--- config.mk ---
export PLATFORM = sky130hd
export DESIGN_NAME = kws_detector
export DESIGN_NICKNAME = d
export VERILOG_FILES = /design/src/rtl/kws_detector_pkg.sv /design/src/rtl/kws_onehot_enc.sv /design/src/rtl/kws_detector.sv
export SDC_FILE = /design/constraint.sdc
export NUM_CORES = 1
export LEC_CHECK = 0
export BUFFER_PORTS_ARGS = -buffer_cell sky130_fd_sc_hd__buf_2
export CORE_MARGIN = 4
export CORE_UTILIZATION = 45
export CTS_BUF_LIST = sky130_fd_sc_hd__clkbuf_4 sky130_fd_sc_hd__clkbuf_8
export DETAILED_ROUTE_END_ITERATION = 8
export PLACE_DENSITY = 0.74
export SKIP_LAST_GASP = 1
export SLEW_MARGIN = 25
export SYNTH_ARGS = -nofsm -noshare
export SYNTH_HDL_FRONTEND = slang
export SYNTH_SLANG_ARGS = --single-unit
--- constraint.sdc ---
create_clock -name clk -period 2.9 [get_ports clk]
set_input_delay 0.58 -clock clk [delete_from_list [all_inputs] [get_ports clk]]
set_output_delay 0.58 -clock clk [all_outputs]
set_load 0.02 [all_outputs]
--- src/rtl/kws_detector_pkg.sv ---
// Shared types and defaults for the keyword-spotting decision stage.
package kws_pkg;

    // Decision FSM states.
    typedef enum logic [1:0] {
        ST_IDLE    = 2'd0,
        ST_TRACK   = 2'd1,
        ST_REFRACT = 2'd2
    } kws_state_t;

    // Smallest index width able to address n keywords (never below 1 bit).
    function automatic int idx_width(input int n);
        int w;
        w = 1;
        while ((32'sd1 <<< w) < n) begin
            w = w + 1;
        end
        return w;
    endfunction

    localparam int NUM_KEYWORDS_DEF = 10;
    localparam int IDX_BITS_DEF     = idx_width(NUM_KEYWORDS_DEF);

endpackage

--- src/rtl/kws_onehot_enc.sv ---
// Strict one-hot encoder: hit only when exactly one bit of vec is set.
module kws_onehot_enc #(
    parameter int N     = 10,
    parameter int IDX_W = 4
) (
    input  logic [N-1:0]     vec,
    output logic             hit,
    output logic [IDX_W-1:0] idx
);

    logic seen_s;
    logic multi_s;

    // Scan for the first set bit and flag any second set bit as multi-hot.
    always_comb begin
        seen_s  = 1'b0;
        multi_s = 1'b0;
        idx     = {IDX_W{1'b0}};
        for (int i = 0; i < N; i++) begin
            if (vec[i] && seen_s) begin
                multi_s = 1'b1;
            end else if (vec[i]) begin
                seen_s = 1'b1;
                idx    = IDX_W'(i);
            end else begin
                multi_s = multi_s;
            end
        end
        hit = seen_s & ~multi_s;
    end

endmodule

--- src/rtl/kws_detector.sv ---
// Temporal confirmation, refractory suppression and single-entry output slot
// for the per-frame keyword classifier result.
module kws_detector
    import kws_pkg::*;
#(
    parameter int NUM_KEYWORDS = NUM_KEYWORDS_DEF,
    parameter int IDX_BITS     = IDX_BITS_DEF,
    parameter int CNT_BITS     = 16
) (
    input  logic                    clk,
    input  logic                    rst_n,
    input  logic [NUM_KEYWORDS-1:0] kws_result,
    input  logic                    kws_valid,
    input  logic [3:0]              cfg_hit_count,
    input  logic [7:0]              cfg_refractory,
    input  logic [NUM_KEYWORDS-1:0] cfg_kw_mask,
    input  logic                    clear,
    output logic                    det_valid,
    output logic [IDX_BITS-1:0]     det_keyword,
    input  logic                    det_ready,
    output logic                    det_overflow,
    output logic [CNT_BITS-1:0]     det_count
);

    localparam logic [CNT_BITS-1:0] CNT_MAX = {CNT_BITS{1'b1}};
    localparam logic [CNT_BITS-1:0] CNT_ONE = {{(CNT_BITS-1){1'b0}}, 1'b1};

    kws_state_t              state_r, state_n;
    logic [IDX_BITS-1:0]     cand_r, cand_n;
    logic [3:0]              run_r, run_n;
    logic [7:0]              ref_cnt_r, ref_cnt_n;
    logic                    det_valid_r, det_valid_n;
    logic [IDX_BITS-1:0]     det_keyword_r, det_keyword_n;
    logic                    det_overflow_r, det_overflow_n;
    logic [CNT_BITS-1:0]     det_count_r, det_count_n;

    logic [NUM_KEYWORDS-1:0] masked_s;
    logic                    hit_s;
    logic [IDX_BITS-1:0]     hit_idx_s;
    logic [3:0]              eff_hits_s;
    logic [3:0]              run_inc_s;
    logic                    fire_s;
    logic [IDX_BITS-1:0]     fire_idx_s;

    assign masked_s   = kws_result & cfg_kw_mask;
    assign eff_hits_s = (cfg_hit_count == 4'd0) ? 4'd1 : cfg_hit_count;
    assign run_inc_s  = run_r + 4'd1;

    kws_onehot_enc #(
        .N     (NUM_KEYWORDS),
        .IDX_W (IDX_BITS)
    ) u_enc (
        .vec (masked_s),
        .hit (hit_s),
        .idx (hit_idx_s)
    );

    // Decision FSM: candidate tracking, fire generation and refractory countdown.
    always_comb begin
        state_n    = state_r;
        cand_n     = cand_r;
        run_n      = run_r;
        ref_cnt_n  = ref_cnt_r;
        fire_s     = 1'b0;
        fire_idx_s = cand_r;
        case (state_r)
            ST_IDLE: begin
                if (kws_valid && hit_s) begin
                    cand_n     = hit_idx_s;
                    run_n      = 4'd1;
                    fire_idx_s = hit_idx_s;
                    if (eff_hits_s == 4'd1) begin
                        fire_s    = 1'b1;
                        state_n   = ST_REFRACT;
                        ref_cnt_n = cfg_refractory;
                    end else begin
                        state_n = ST_TRACK;
                    end
                end else begin
                    state_n = ST_IDLE;
                end
            end
            ST_TRACK: begin
                if (kws_valid && hit_s && (hit_idx_s == cand_r)) begin
                    run_n = run_inc_s;
                    // >= keeps a lowered live hit count from stranding the run.
                    if (run_inc_s >= eff_hits_s) begin
                        fire_s    = 1'b1;
                        state_n   = ST_REFRACT;
                        ref_cnt_n = cfg_refractory;
                    end else begin
                        state_n = ST_TRACK;
                    end
                end else if (kws_valid && hit_s) begin
                    cand_n = hit_idx_s;
                    run_n  = 4'd1;
                end else if (kws_valid) begin
                    state_n = ST_IDLE;
                    run_n   = 4'd0;
                end else begin
                    state_n = ST_TRACK;
                end
            end
            ST_REFRACT: begin
                if (ref_cnt_r == 8'd0) begin
                    state_n = ST_IDLE;
                end else if (kws_valid) begin
                    ref_cnt_n = ref_cnt_r - 8'd1;
                    if (ref_cnt_r == 8'd1) begin
                        state_n = ST_IDLE;
                    end else begin
                        state_n = ST_REFRACT;
                    end
                end else begin
                    state_n = ST_REFRACT;
                end
            end
            default: begin
                state_n   = ST_IDLE;
                run_n     = 4'd0;
                ref_cnt_n = 8'd0;
            end
        endcase
    end

    // Output slot: load on fire when free or being drained, else record overflow.
    always_comb begin
        det_valid_n    = det_valid_r;
        det_keyword_n  = det_keyword_r;
        det_overflow_n = det_overflow_r;
        det_count_n    = det_count_r;
        if (fire_s && (!det_valid_r || det_ready)) begin
            det_valid_n   = 1'b1;
            det_keyword_n = fire_idx_s;
            if (det_count_r == CNT_MAX) begin
                det_count_n = det_count_r;
            end else begin
                det_count_n = det_count_r + CNT_ONE;
            end
        end else if (fire_s) begin
            det_overflow_n = 1'b1;
        end else if (det_valid_r && det_ready) begin
            det_valid_n = 1'b0;
        end else begin
            det_valid_n = det_valid_r;
        end
    end

    // FSM and counter registers with reset and soft clear.
    always_ff @(posedge clk) begin
        if (!rst_n) begin
            state_r   <= ST_IDLE;
            cand_r    <= {IDX_BITS{1'b0}};
            run_r     <= 4'd0;
            ref_cnt_r <= 8'd0;
        end else if (clear) begin
            state_r   <= ST_IDLE;
            cand_r    <= {IDX_BITS{1'b0}};
            run_r     <= 4'd0;
            ref_cnt_r <= 8'd0;
        end else begin
            state_r   <= state_n;
            cand_r    <= cand_n;
            run_r     <= run_n;
            ref_cnt_r <= ref_cnt_n;
        end
    end

    // Output slot and status registers with reset and soft clear.
    always_ff @(posedge clk) begin
        if (!rst_n) begin
            det_valid_r    <= 1'b0;
            det_keyword_r  <= {IDX_BITS{1'b0}};
            det_overflow_r <= 1'b0;
            det_count_r    <= {CNT_BITS{1'b0}};
        end else if (clear) begin
            det_valid_r    <= 1'b0;
            det_keyword_r  <= {IDX_BITS{1'b0}};
            det_overflow_r <= 1'b0;
            det_count_r    <= {CNT_BITS{1'b0}};
        end else begin
            det_valid_r    <= det_valid_n;
            det_keyword_r  <= det_keyword_n;
            det_overflow_r <= det_overflow_n;
            det_count_r    <= det_count_n;
        end
    end

    assign det_valid    = det_valid_r;
    assign det_keyword  = det_keyword_r;
    assign det_overflow = det_overflow_r;
    assign det_count    = det_count_r;

endmodule

After elaboration in Yosys (flattened, before gate mapping):

Cells that the tools add are included.
Widths: inputs -> output; s select.

* output and inout port bits: 22
* bits in registers: 40
* input bits: 37

* add/subtract/negate cells: 3
* mux-type cells: 81
* bitwise gates (word level): 7
* eq/ne operators: 16
* reductions and logical operators: 27
* $lt $le $gt $ge: 1

Operators with widths (number)
* $mux 4: 25
* $mux 8: 6
* $mux 1: 37
* $pmux 8 s3: 1
* $add 16x1->16 const B: 1
* $eq 16x16->1 const B: 1
* $mux 2: 8
* $ne 2x2->1 const B: 7
* $logic_and 1x1->1: 13
* $pmux 4 s3: 1
* $and 10x10->10: 1
* $eq 8x1->1 const B: 1
* $logic_not 8->1: 1
* $pmux 4 s2: 1
* $reduce_and 2->1: 4
* $sub 8x1->8 const B: 1
* $pmux 2 s3: 1
* $reduce_and 6->1: 1
* $not 1->1: 5
* $add 4x1->4 const B: 1
* $eq 4x1->1 const B: 1
* $eq 4x4->1: 1
* $ge 4x4->1: 1
* $logic_not 4->1: 1
* other kinds (13): 14

Depth between registers and ports, before layout:

Gate-level depths: netlist of run 1.

* word-level depth: 29
* gate-level depth with buffers: 12
* gate-level depth less buffers: 10

Hierarchy:

Synthesis of run 1 repeated with hierarchy kept, for this count alone.

* cell total of the unflattened synthesis: 299
* area total of the unflattened synthesis: 2509.9 sq um

By module, submodules not included
* kws_detector: instances 1, cells an instance 271, area an instance 2321.0 sq um, sequential area each 800.8 sq um
* kws_onehot_enc: instances 1, cells an instance 28, area an instance 188.9 sq um, sequential area each 0.0 sq um

Worst setup path after synthesis of run 1:

Ideal clock, no wire load.

* kind: in2reg
* start: in cfg_hit_count[1]
* end: reg ref_cnt_r[1]
* path slack: 133 ps
* buffers on the path: 0
* arrival: 2681 ps
* setup time: 86 ps
* cell stages on the path: 10
* path through: nor3_1 or2_2 ha_1 nand2b_1 a2111oi_0 nor3_1 or3b_1 nor3_1 mux2_1 a211oi_1

* cells in the longest elaborated chain, start to end: 5

RTL lines
* from (decl): line kws_detector.sv:14 `input logic [3:0] cfg_hit_count,`
* $logic_not 4->1: line kws_detector.sv:46 `assign eff_hits_s = (cfg_hit_count == 4'd0) ? 4'd1 : cfg_hit_count;`
* $mux 4 (*): line kws_detector.sv:46
* $ge 4x4->1 or $eq 4x1->1 (tied branches): line kws_detector.sv:87, kws_detector.sv:72
* $ne 2x2->1 (no line)
* $reduce_and 6->1 (no line) (*)
* to (signal assigned): line kws_detector.sv:165 `ref_cnt_r <= ref_cnt_n;`
* to (decl): line kws_detector.sv:31 `logic [7:0] ref_cnt_r, ref_cnt_n;`

Every way passes the cells marked *; elsewhere a longest branch is shown, timed or not.
A chain may end at the register's enable or synchronous reset.

Worst setup path in the final report of run 1:

* start: reg run_r[1]
* end: reg det_count_r[4] (netlist: det_count[4])

* cells in the longest elaborated chain, start to end: 7

RTL lines
* from (decl): line kws_detector.sv:30 `logic [3:0] run_r, run_n;`
* from (signal assigned): line kws_detector.sv:164 `run_r <= run_n;`
* $add 4x1->4: line kws_detector.sv:47 `assign run_inc_s = run_r + 4'd1;`
* $ge 4x4->1: line kws_detector.sv:87 `if (run_inc_s >= eff_hits_s) begin`
* $mux 1: line kws_detector.sv:87
* $mux 1: line kws_detector.sv:84 `if (kws_valid && hit_s && (hit_idx_s == cand_r)) begin`
* $pmux 1 s2: line kws_detector.sv:66 `case (state_r)`
* $logic_and 1x1->1: line kws_detector.sv:132 `if (fire_s && (!det_valid_r || det_ready)) begin`
* $reduce_and 2->1 (no line)
* to (signal assigned): line kws_detector.sv:175 `det_count_r <= {CNT_BITS{1'b0}};`
* to (signal assigned): line kws_detector.sv:180 `det_count_r <= {CNT_BITS{1'b0}};`
* to (signal assigned): line kws_detector.sv:185 `det_count_r <= det_count_n;`
* to (decl): line kws_detector.sv:35 `logic [CNT_BITS-1:0] det_count_r, det_count_n;`

No other way between the ends.

==> key figures, run 1 <==
Setup path
  • CP required: 3.13 ns
  • Worst R2R Setup Slack: 0.07 ns
  • Crit path max-delay family: simple AND/OR/NAND/NOR gates
  • Max FO, Critical Path: 8
  • Reg-to-reg startpoint: run_r[1]
  • Last element of the critical path: det_count[4]
  • Critical-path cell list: ha_2, nor2b_1, or2_4, ha_4, nor3_1, nor3_2, nand2_1, o32a_1, buf_12, or4_4, a21oi_2
  • Max incr delay on CP: 0.51 ns
  • CP Capture Type: flip-flop
  • Reg2reg path depth: 11
  • CP Launch Type: flip-flop
  • Critical path buffer and inverter count: 1
  • Worst path slowest cell: or4_4
  • Worst setup path class: flip-flop to flip-flop
  • Worst EP arrival: just over 3 ns
  • R2R Path End: det_count[4]
  • CP Depth: 11
  • Critical Path Source: run_r[1]

STA
  • Count of final setup violators: 0
  • Fmax: 0.353 GHz
  • Worst-margin pin slew: between 0.7 and 0.8 ns
  • Max Slew Vio Count: 0
  • Hold_ws: 0.471 ns
  • Fin crit period: 2.83 ns
  • Hold Fails Final Rpt: 0
  • Clock skew: ~0.0073 ns
  • Fin crit share: between 90 and 100%
  • Max-slew headroom: about 50%

Layout
  • # nets final: 461
  • Layout cells sized above 1: 30.2%
  • Area of the multi-input gates: 0.00194 mm2
  • Fillers: around 530
  • Storage cell area: 803 um2
  • Diode count: 0
  • Area grow syn2layout: 28.4%

Yosys
  • Post-synth EDFFs: 0
  • Synth Area per Inst: 8.08 um2
  • Post-synthesis cell count: 338
  • Warnings from Yosys: 0
  • Predominant post-synthesis flop cell: dfxtp_1
  • Net Count, Synth: between 300 and 400
  • Ys async rst share: 0%
  • Seq/Total Area, Yosys: 29.3%
  • Yosys cell types: 61
  • #FFs+latches synth: 40
  • Post-Syn Area: 0.00273 mm2

Clock network
  • H-Tree Depth: 2
  • CTS Sinks: 40
  • CTS Hold Bufs: 0
  • Clk buf depth: 2
  • Worst skew pair latency: 0.30 ns
  • Clock root buffer: clkbuf_8
  • Inserted Clock Buffers: 5
  • CTS tree: done
  • Worst-path clk slew: approximately 0.08 ns

Floorplanning
  • Die X: 85.9 um
  • Die area: roughly 0.0074 mm2
  • Core ar.: a little under 0.006 mm2
  • I/O Pins: 59
  • Row Count: 28
  • Initial Util: 46.1%
  • Die height: 85.9 um

Detailed routing
  • Detailed-route via count: 2916
  • Initial DRC count: 179
  • DRC viols: 0
  • Post-DRT Antenna Nets: 0
  • Drt wl/cell: 15.7 um
  • Drt pass-1 iters: 4
  • Vias per cell: about 5.9
  • Routed wl met3: around 370 um
  • Wl on met1: 3.47 mm
  • DR top layer: met4
  • Met2 Routed Length: 3.81 mm
  • DRT Wirelength: 7.71 mm

Power
  • Pwr Total: 0.00122 W
  • Worst vdd ir: 0.226 mV
  • Pwr/cell area: 349 mW/mm2
  • Leak Pwr: 1.38 nW

Worst hold path
  • Worst min path class: flip-flop to flip-flop

Placement
  • Port Buffers: 58
  • HPWL Detailed: about 5.4 mm
  • Global placer's final weighted congestion: 0.885

Global route
  • Overflow after GRT: 0
  • Vias in the first global route: between 2000 and 3000
  • Gr usage total: between 10% and 20%
  • Largest net degree at the start of global routing: 32
  • Initial antenna violation count: 0
  • First-pass GRT wire length: 12.1 mm

Run status
  • Status: finished, final reports clean

Run
  • Max-Cap Viols: 0
==> timing repair <==
action / 4_1_cts / 5_1_grt
setup buffers: 0 / 1
gates resized for setup: 0 / 23
endpoints found under the setup margin: 0 / 23
==> where the power goes <==
group | internal [W] | switching, W
clock network | 0.000193 | 0.000216
logic | 0.000109 | 0.000145
registers | 0.000552 | 0.00000530
total | 0.000855 | 0.000367
==> cell usage after synthesis, drive strengths merged, types with 2 or more instances <==
cell,count,area (um2)
and4,5,43.8
xnor2,4,42.6
a22o,3,26.3
ha,8,100
o22ai,2,12.5
clkbuf,10,37.5
inv,7,26.3
mux2i,9,90.1
o21ai,14,70.1
a211oi,8,60.1
and2,6,37.5
dfxtp,40,801
o32a,2,20.0
o211ai,6,45.0
o2111ai,2,17.5
or4,9,67.6
a32oi,4,53.8
nand4,10,68.8
nor2b,4,25.0
nand4b,3,26.3
nand3,14,70.1
nor3,11,60.1
nand2,37,139
buf,3,20.0
or2,2,12.5
a21oi,38,190
nand2b,6,37.5
a22oi,4,67.6
o31ai,13,111
nor4,3,25.0
o311ai,2,25.0
and3,3,23.8
or3,10,62.6
nor2,21,78.8
==> worst reg2reg max path, stage by stage (launching register included) <==
cell and delay, ns:
dfxtp_2 0.34, ha_2 0.17, nor2b_1 0.14, or2_4 0.24
ha_4 0.26, nor3_1 0.04, nor3_2 0.21, nand2_1 0.09
o32a_1 0.46, buf_12 0.18, or4_4 0.51, a21oi_2 0.15
==> per-layer routing <==
layer  global-route usage [%]  vias to the layer above
li1                         -                     1460
met1                     24.8                     1375
met2                     34.7                       76
met3                     3.17                        5
met4                     4.32                        0
met5                        0                        -
==> layout make-up <==
type                       count  share of cell area [%]
clock buffer                   6                    2.36
clock inverter                 2                   0.428
inverter                       8                   0.857
multi-input combinational    277                    55.3
sequential                    40                    22.9
tap                           75                    2.68
timing repair buffer          84                    15.4
==> logic make-up (layout without fill, tap and decap cells) <==
family          after synthesis  in the layout  share of synthesized area, %
buf+inv                      21            100                          3.21
fa+ha+maj                     8              8                          3.67
flops                        40             40                          29.3
mux                          10             10                          3.71
xor+xnor                      5              5                          1.88
simple gates                148            148                          29.7
compound gates              106            106                          28.5
==> layout by cell type (no fill, tap or decap), types with 5 or more instances in the layout <==
master and count:
nor3_1 7, nand4_1 9, o21ai_0 13, and4_1 5, o31ai_1 12, buf_4 21
and2_1 6, mux2i_1 9, a21oi_1 35, ha_1 5, buf_2 58, or4_1 5
inv_1 7, nand2_1 37, nand2b_1 5, nand3_1 14, o211ai_1 6, dfxtp_1 38
clkbuf_8 6, nor2_1 21, or3_1 10, a211oi_1 8
==> state kept, by name, summed over array words and instances (netlist names) <==
signal	flops
det_overflow	1
run_r	4
cand_r	4
ref_cnt_r	8
det_valid	1
state_r	2
det_keyword	4
det_count	16
==> worst min path at each step <==
stage | from | end | slack, ns | depth (start not counted)
detailed placement | det_overflow | det_overflow | 0.46 | 2
CTS | det_overflow | det_overflow | 0.47 | 2
global route | run_r[1] | run_r[1] | 0.49 | 2
floorplan | run_r[3] | run_r[3] | 0.44 | 2
finish | run_r[1] | run_r[1] | 0.47 | 2
global placement | det_overflow | det_overflow | 0.44 | 2
==> stage by stage <==
stage	TNS (ns)	util (%)	area [um2]	cells	setup slack, ns
floorplan	0	-	2730	338	0.133
global placement	-1.60	54.6	3230	480	-0.134
global route	-0.0539	59.2	3500	492	-0.0249
finish	0	59.2	3500	492	0.0661
CTS	0	56.3	3330	488	0.0184
detailed placement	-3.80	54.6	3230	480	-0.237
No activity file was read; power rests on OpenSTA's default activity.
==> inputs of run 2 (changes only) <==
--- a/config.mk
+++ b/config.mk
@@ -6,4 +6,5 @@
 export NUM_CORES = 1
 export LEC_CHECK = 0
+export ABC_AREA = 1
 export BUFFER_PORTS_ARGS = -buffer_cell sky130_fd_sc_hd__buf_2
 export CORE_MARGIN = 4
@@ -11,5 +12,6 @@
 export CTS_BUF_LIST = sky130_fd_sc_hd__clkbuf_4 sky130_fd_sc_hd__clkbuf_8
 export DETAILED_ROUTE_END_ITERATION = 8
-export PLACE_DENSITY = 0.74
+export HOLD_SLACK_MARGIN = 0.08
+export PLACE_DENSITY = 0.73
 export SKIP_LAST_GASP = 1
 export SLEW_MARGIN = 25
==> constraint.sdc (replaced) <==
create_clock -name clk -period 2.9 [get_ports clk]
set_input_delay 0.58 -clock clk [delete_from_list [all_inputs] [get_ports clk]]
set_output_delay 0.58 -clock clk [all_outputs]
set_load 0.05 [all_outputs]
==> run 2 against run 1 <==
Against the previous run: clock skew increased by 0.00082 ns; global-route usage is 0.94 points lower; sequential share of layout area is 1.9 points higher; via count down 0.27%; utilization is 5.1 points lower; combinational power shrank 31%; clock power down 2%.
==> key figures, run 2 <==
Run status
  • Status: finished, final reports clean

Floorplanning
  • Die area: 0.00747 mm2
  • Die X: 86.4 um
  • Core ar.: 0.00596 mm2
  • Initial Util: 46.5%
  • Row Count: 28
  • I/O Pins: 59
  • Die height: 86.4 um

Power
  • Pwr/cell area: 353 mW/mm2
  • Worst vdd ir: 0.143 mV
  • Leak Pwr: 1.56 nW

Yosys
  • Top-count cell post-synth: nand2_1
  • #FFs+latches synth: 40
  • Warnings from Yosys: 0
  • Post-synthesis cell count: 429
  • Post-Syn Area: about 0.0028 mm2
  • Ys async rst share: 0%
  • Cell taking the most area after synthesis: dfxtp_1
  • Area contributors post-synth: dfxtp_1 (29%), nand2_1 (15%), nor2_1 (7.9%)
  • Post-synth EDFFs: 0
  • Synth Area per Inst: 6.45 um2
  • Top cell type's share of synthesized area: 28.9%
  • Commonest cells in the synthesized netlist: nand2_1 (107), nor2_1 (58), inv_1 (46)
  • Net Count, Synth: roughly 470
  • Seq/Total Area, Yosys: 28.9%
  • Predominant post-synthesis flop cell: dfxtp_1
  • Yosys cell types: 36

Detailed routing
  • Post-DRT Antenna Nets: 0
  • Detailed-route via count: 2908
  • DRT Wirelength: 6.81 mm
  • Drt wl/cell: 12.1 um
  • Drt pass-1 iters: 5
  • Initial DRC count: roughly 200
  • DRC viols: 0
  • Vias per cell: ~5.1

Global route
  • Largest net degree at the start of global routing: 22
  • First-pass GRT wire length: 11.6 mm
  • Initial antenna violation count: 0
  • Vias in the first global route: 2663
  • Overflow after GRT: 0
  • Gr usage total: 18.6%

Layout
  • Max reg flops: 16
  • Fin util: 54.1%
  • Commonest non-fill, non-tap cell in the layout: nand2_1
  • Layout cells sized above 1: between 20% and 30%
  • Area of the multi-input gates: 0.00172 mm2
  • Leading cell types in the layout, fill and taps excluded: nand2_1 (107), nor2_1 (58), buf_2 (58)
  • Fillers: between 600 and 700
  • # nets final: 534
  • Area grow syn2layout: 16.5%
  • Diode count: 0
  • Storage cell area: between 800 and 900 um2

STA
  • Max-slew headroom: 57.5%
  • Max Slew Vio Count: 0
  • Hold Fails Final Rpt: 0
  • Clock skew: 0.00815 ns
  • Count of final setup violators: 0
  • Fmax: 0.420 GHz
  • Hold_ws: about 0.48 ns
  • Fin crit share: 82.0%
  • Fin crit period: 2.38 ns
  • Setup TNS: 0 ns
  • RSZ-0062 raised after global routing: no
  • Worst-margin pin slew: approximately 0.64 ns

Setup path
  • CP required: 3.09 ns
  • Worst setup path class: flip-flop to flip-flop
  • Reg2reg path depth: 11
  • CP Launch Type: flip-flop
  • Max FO, Critical Path: 14
  • CP Capture Type: flip-flop
  • Worst EP arrival: 2.57 ns

Run
  • Max-Cap Viols: 0

Placement
  • Global placer's final weighted congestion: roughly 0.90
  • Port Buffers: 58
  • HPWL Detailed: 5.16 mm

Worst hold path
  • Worst min path class: flip-flop to flip-flop
  • Worst hold path depth: 2

Clock network
  • Inserted Clock Buffers: 5
  • H-Tree Depth: 2
  • Worst-path clk slew: 0.09 ns
  • Clock root buffer: clkbuf_8
  • Post_cts resized: 0
  • Clk buf depth: 2
  • CTS Sinks: 40
  • CTS Hold Bufs: 0
  • Postcts setup bufs: 0
  • Worst skew pair latency: 0.30 ns
  • CTS tree: done
-- run 2: changes by cell type in the layout (fill, tap and decap cells not counted), sizes merged, moves of 11 or more --
cell	change
inv	+42
o31ai	-13
nand4	+11
o21ai	+11
nand2	+81
buf	-19
nor2	+42
-- run 2: worst max-delay path, cell delays in order, from the launching register on --
cell	delay, ns
dfxtp_1	0.42
ha_1	0.27
ha_1	0.30
inv_1	0.04
nor2_1	0.08
o211ai_1	0.12
nand4_1	0.14
o21ai_0	0.11
a21oi_1	0.24
nand3_2	0.30
nor2_1	0.18
nor2_1	0.06
-- run 2: cell families after synthesis --
group / count (synthesis) / synth area share [%]
buffers and inverters: 60 / 9.00
DFF: 40 / 28.9
AOI/OAI and AO/OA: 65 / 13.0
and+or+nand+nor: 240 / 40.4
xor gates and xnor gates: 16 / 5.06
adders and majority gates: 8 / 3.62
-- run 2: area by class of cell --
type | count | area share, %
Clock buffer | 6 | 2.56
Sequential cell | 40 | 24.8
Inverter | 50 | 5.82
Timing Repair Buffer | 63 | 10.2
Clock inverter | 2 | 0.427
Multi-Input combinational cell | 329 | 53.3
Tap cell | 75 | 2.91
-- run 2: stage by stage --
step | cells | total power [W] | setup slack [ns] | cell area (um2)
2_1_floorplan | 429 | 0.000696 | 0.730 | 2770
3_3_place_gp | 557 | 0.000743 | 0.362 | 3130
3_5_place_dp | 557 | 0.000747 | 0.300 | 3130
4_1_cts | 565 | 0.00115 | 0.531 | 3220
5_1_grt | 565 | 0.00120 | 0.205 | 3220
6_report | 565 | 0.00114 | 0.521 | 3220
-- run 2: per-layer routing --
metal	vias up	routed length (um)	global-route usage (%)
li1	1523	-	-
met1	1296	3230	24.3
met2	83	3120	31.5
met3	6	402	3.14
met4	0	53	5.38
met5	-	0	0
-- run 2: report_power, final --
group | total [W] | switching [W] | internal [W] | leakage, nW
registers | 0.000559 | 0.00000458 | 0.000554 | 0.322
logic | 0.000177 | 0.000111 | 0.0000654 | 1.18
clock network | 0.000401 | 0.000207 | 0.000195 | 0.0516
total | 0.00114 | 0.000323 | 0.000814 | 1.56
-- run 2: worst paths after layout --
kind / to / startpoint / slack, ns
setup / recovery: ref_cnt_r[6] / run_r[0] / 0.52
hold / removal: det_overflow / det_overflow / 0.48
setup reg to reg: ref_cnt_r[6] / run_r[0] / 0.52
hold reg to reg: det_overflow / det_overflow / 0.48
==> inputs of run 3 (changes only) <==
PLACE_DENSITY = 0.71   (was 0.73)
clock period = 2.2 ns   (was 2.9 ns; I/O delays follow)
==> run 3 against run 2 <==
Against the previous run: critical path depth stayed put; design area is 12% higher; sequential power is 32% higher; flip-flop and latch count stayed put; non-clock buffer count is 40 higher; sequential share of layout area is 2.6 points lower; fmax is 15% higher; critical path type unchanged.
==> key figures, run 3 (same netlist as run 2, synthesis figures left out) <==
Run status
  • Status: finished, final reports clean

Setup path
  • Critical path buffer and inverter count: 1
  • Reg2reg path depth: 11
  • Worst EP arrival: between 2 and 2.5 ns
  • Worst path slowest cell: dfxtp_4
  • Worst R2R Setup Slack: 0.12 ns
  • Max incr delay on CP: 0.37 ns
  • Worst setup path class: flip-flop to flip-flop
  • CP Capture Type: flip-flop
  • Max FO, Critical Path: 7
  • Reg-to-reg startpoint: run_r[0]
  • CP required: between 2 and 2.5 ns
  • Crit path max-delay family: simple AND/OR/NAND/NOR gates
  • CP most frequent cell: nand4_1
  • Critical Path Source: run_r[0]
  • CP Depth: 11
  • Last element of the critical path: ref_cnt_r[5]
  • CP Launch Type: flip-flop
  • R2R Path End: ref_cnt_r[5]
  • Critical-path cell list: ha_4, xor2_1, ha_1, nand4_1, nand4_1, o21ai_1, a21oi_2, nand3_2, buf_4, nand2_1, a21oi_1

Placement
  • Global placer's final weighted congestion: 0.968
  • HPWL Detailed: 5.39 mm
  • Port Buffers: 58
  • Setup slack at placement: -0.122 ns

STA
  • Hold Fails Final Rpt: 0
  • Fin crit period: 2.08 ns
  • Max-slew headroom: 59.5%
  • Hold_ws: about 0.46 ns
  • Slack of the critical path: ~0.12 ns
  • Fmax: 0.482 GHz
  • Fin crit share: 94.4%
  • Max Slew Vio Count: 0
  • Setup TNS: 0 ns
  • Count of final setup violators: 0
  • RSZ-0062 raised after global routing: yes
  • Clock skew: 0.00619 ns
  • Worst-margin pin slew: 0.606 ns

Worst hold path
  • Worst min path class: input pin to flip-flop

Clock network
  • CTS tree: done
  • Worst-path clk slew: roughly 0.080 ns
  • Clk buf depth: 2
  • CTS Hold Bufs: 0
  • Inserted Clock Buffers: 5
  • CTS Sinks: 40
  • Clock root buffer: clkbuf_8
  • H-Tree Depth: 2
  • Worst skew pair latency: approximately 0.30 ns

Layout
  • Fin util: 60.8%
  • Area of the multi-input gates: roughly 0.0018 mm2
  • Fillers: 569
  • Diode count: 0
  • Commonest non-fill, non-tap cell in the layout: nand2_1
  • Leading cell types in the layout, fill and taps excluded: nand2_1 (107), buf_2 (58), nor2_1 (57)
  • # nets final: 574
  • Area grow syn2layout: 30.8%
  • Layout cells sized above 1: 27.9%
  • Max reg flops: 16
  • Storage cell area: 806 um2

Power
  • Pwr/cell area: 463 mW/mm2
  • Internal Dissipation: around 0.0012 W
  • Leak Pwr: 1.77 nW
  • Combinational Power Share: between 15 and 20%
  • Sequential share of power: 43.9%
  • Clk pwr share: roughly 39%
  • Worst vdd ir: ~0.34 mV
  • NetSw: roughly 0.00045 W
  • Switch share: 26.6%

Floorplanning
  • Die height: 86.4 um
  • Row Count: 28
  • Die X: ~86 um
  • Initial Util: 46.5%
  • I/O Pins: 59
  • Core ar.: 0.00596 mm2
  • Die area: 0.00747 mm2

Detailed routing
  • Drt pass-1 iters: 4
  • Drt wl/cell: 11.6 um
  • DRT Wirelength: ~7 mm
  • Post-DRT Antenna Nets: 0
  • Detailed-route via count: 3020
  • DRC viols: 0
  • Initial DRC count: 129
  • Vias per cell: 4.99

Global route
  • First-pass GRT wire length: between 10 and 15 mm
  • Vias in the first global route: 2786
  • Gr usage total: between 10% and 20%
  • Initial antenna violation count: 0
  • Overflow after GRT: 0
  • Largest net degree at the start of global routing: 21

Run
  • Max-Cap Viols: 0
==> run 3: layout make-up <==
| cell class | count | share of cell area, % |
|---|---|---|
| flip-flops and latches | 40 | 22.3 |
| clock inverters | 2 | 1.07 |
| multi-input cells | 329 | 48.8 |
| repair buffers | 103 | 17.8 |
| well taps | 75 | 2.59 |
| clock buffers | 6 | 2.28 |
| inverters | 50 | 5.18 |
==> run 3: power by group through the flow <==
stage	clock network (W)	registers [W]	logic [W]
final	0.000653	0.000736	0.000289
after global routing	0.000696	0.000737	0.000323
after CTS	0.000671	0.000736	0.000283
after detailed placement	0	0.000753	0.000281
after global placement	0	0.000753	0.000277
after floorplan	0	0.000754	0.000164
==> run 3: worst register-to-register path, cell delays in order, from the launching register on <==
cell and delay, ns:
dfxtp_4 0.37, ha_4 0.16, xor2_1 0.15, ha_1 0.31, nand4_1 0.14, nand4_1 0.18, o21ai_1 0.10, a21oi_2 0.15
nand3_2 0.10, buf_4 0.16, nand2_1 0.06, a21oi_1 0.05
==> run 3: repair_timing <==
action	in CTS	in global routing
gates resized for setup	1	11
pin swaps	1	5
buffers inserted	1	1
endpoints found under the setup margin	1	30
==> run 3: how the worst min path moves through the flow <==
| stage | from | to | slack [ns] | depth (start not counted) |
|---|---|---|---|---|
| floorplan | run_r[3] | run_r[3] | 0.46 | 2 |
| global placement | det_overflow | det_overflow | 0.46 | 2 |
| detailed placement | det_keyword[0] | det_keyword[0] | 0.47 | 2 |
| CTS | cfg_refractory[7] | ref_cnt_r[7] | 0.46 | 5 |
| global route | cfg_refractory[7] | ref_cnt_r[7] | 0.50 | 5 |
| finish | cfg_refractory[7] | ref_cnt_r[7] | 0.46 | 5 |
==> run 3: per-stage QoR <==
stage               cells  cell area, um2  power [W]
floorplan             429            2770   0.000917
detailed placement    595            3430    0.00103
finish                605            3620    0.00168
global placement      595            3430    0.00103
global route          605            3620    0.00176
CTS                   604            3560    0.00169
==> run 3: layer usage <==
layer	vias to the layer above	track usage, %	share of wire (%)
met3	10	3.14	5.7
li1	1605	-	-
met1	1309	24.4	47
met4	0	7.08	2.0
met2	96	31.8	46
met5	-	0	0
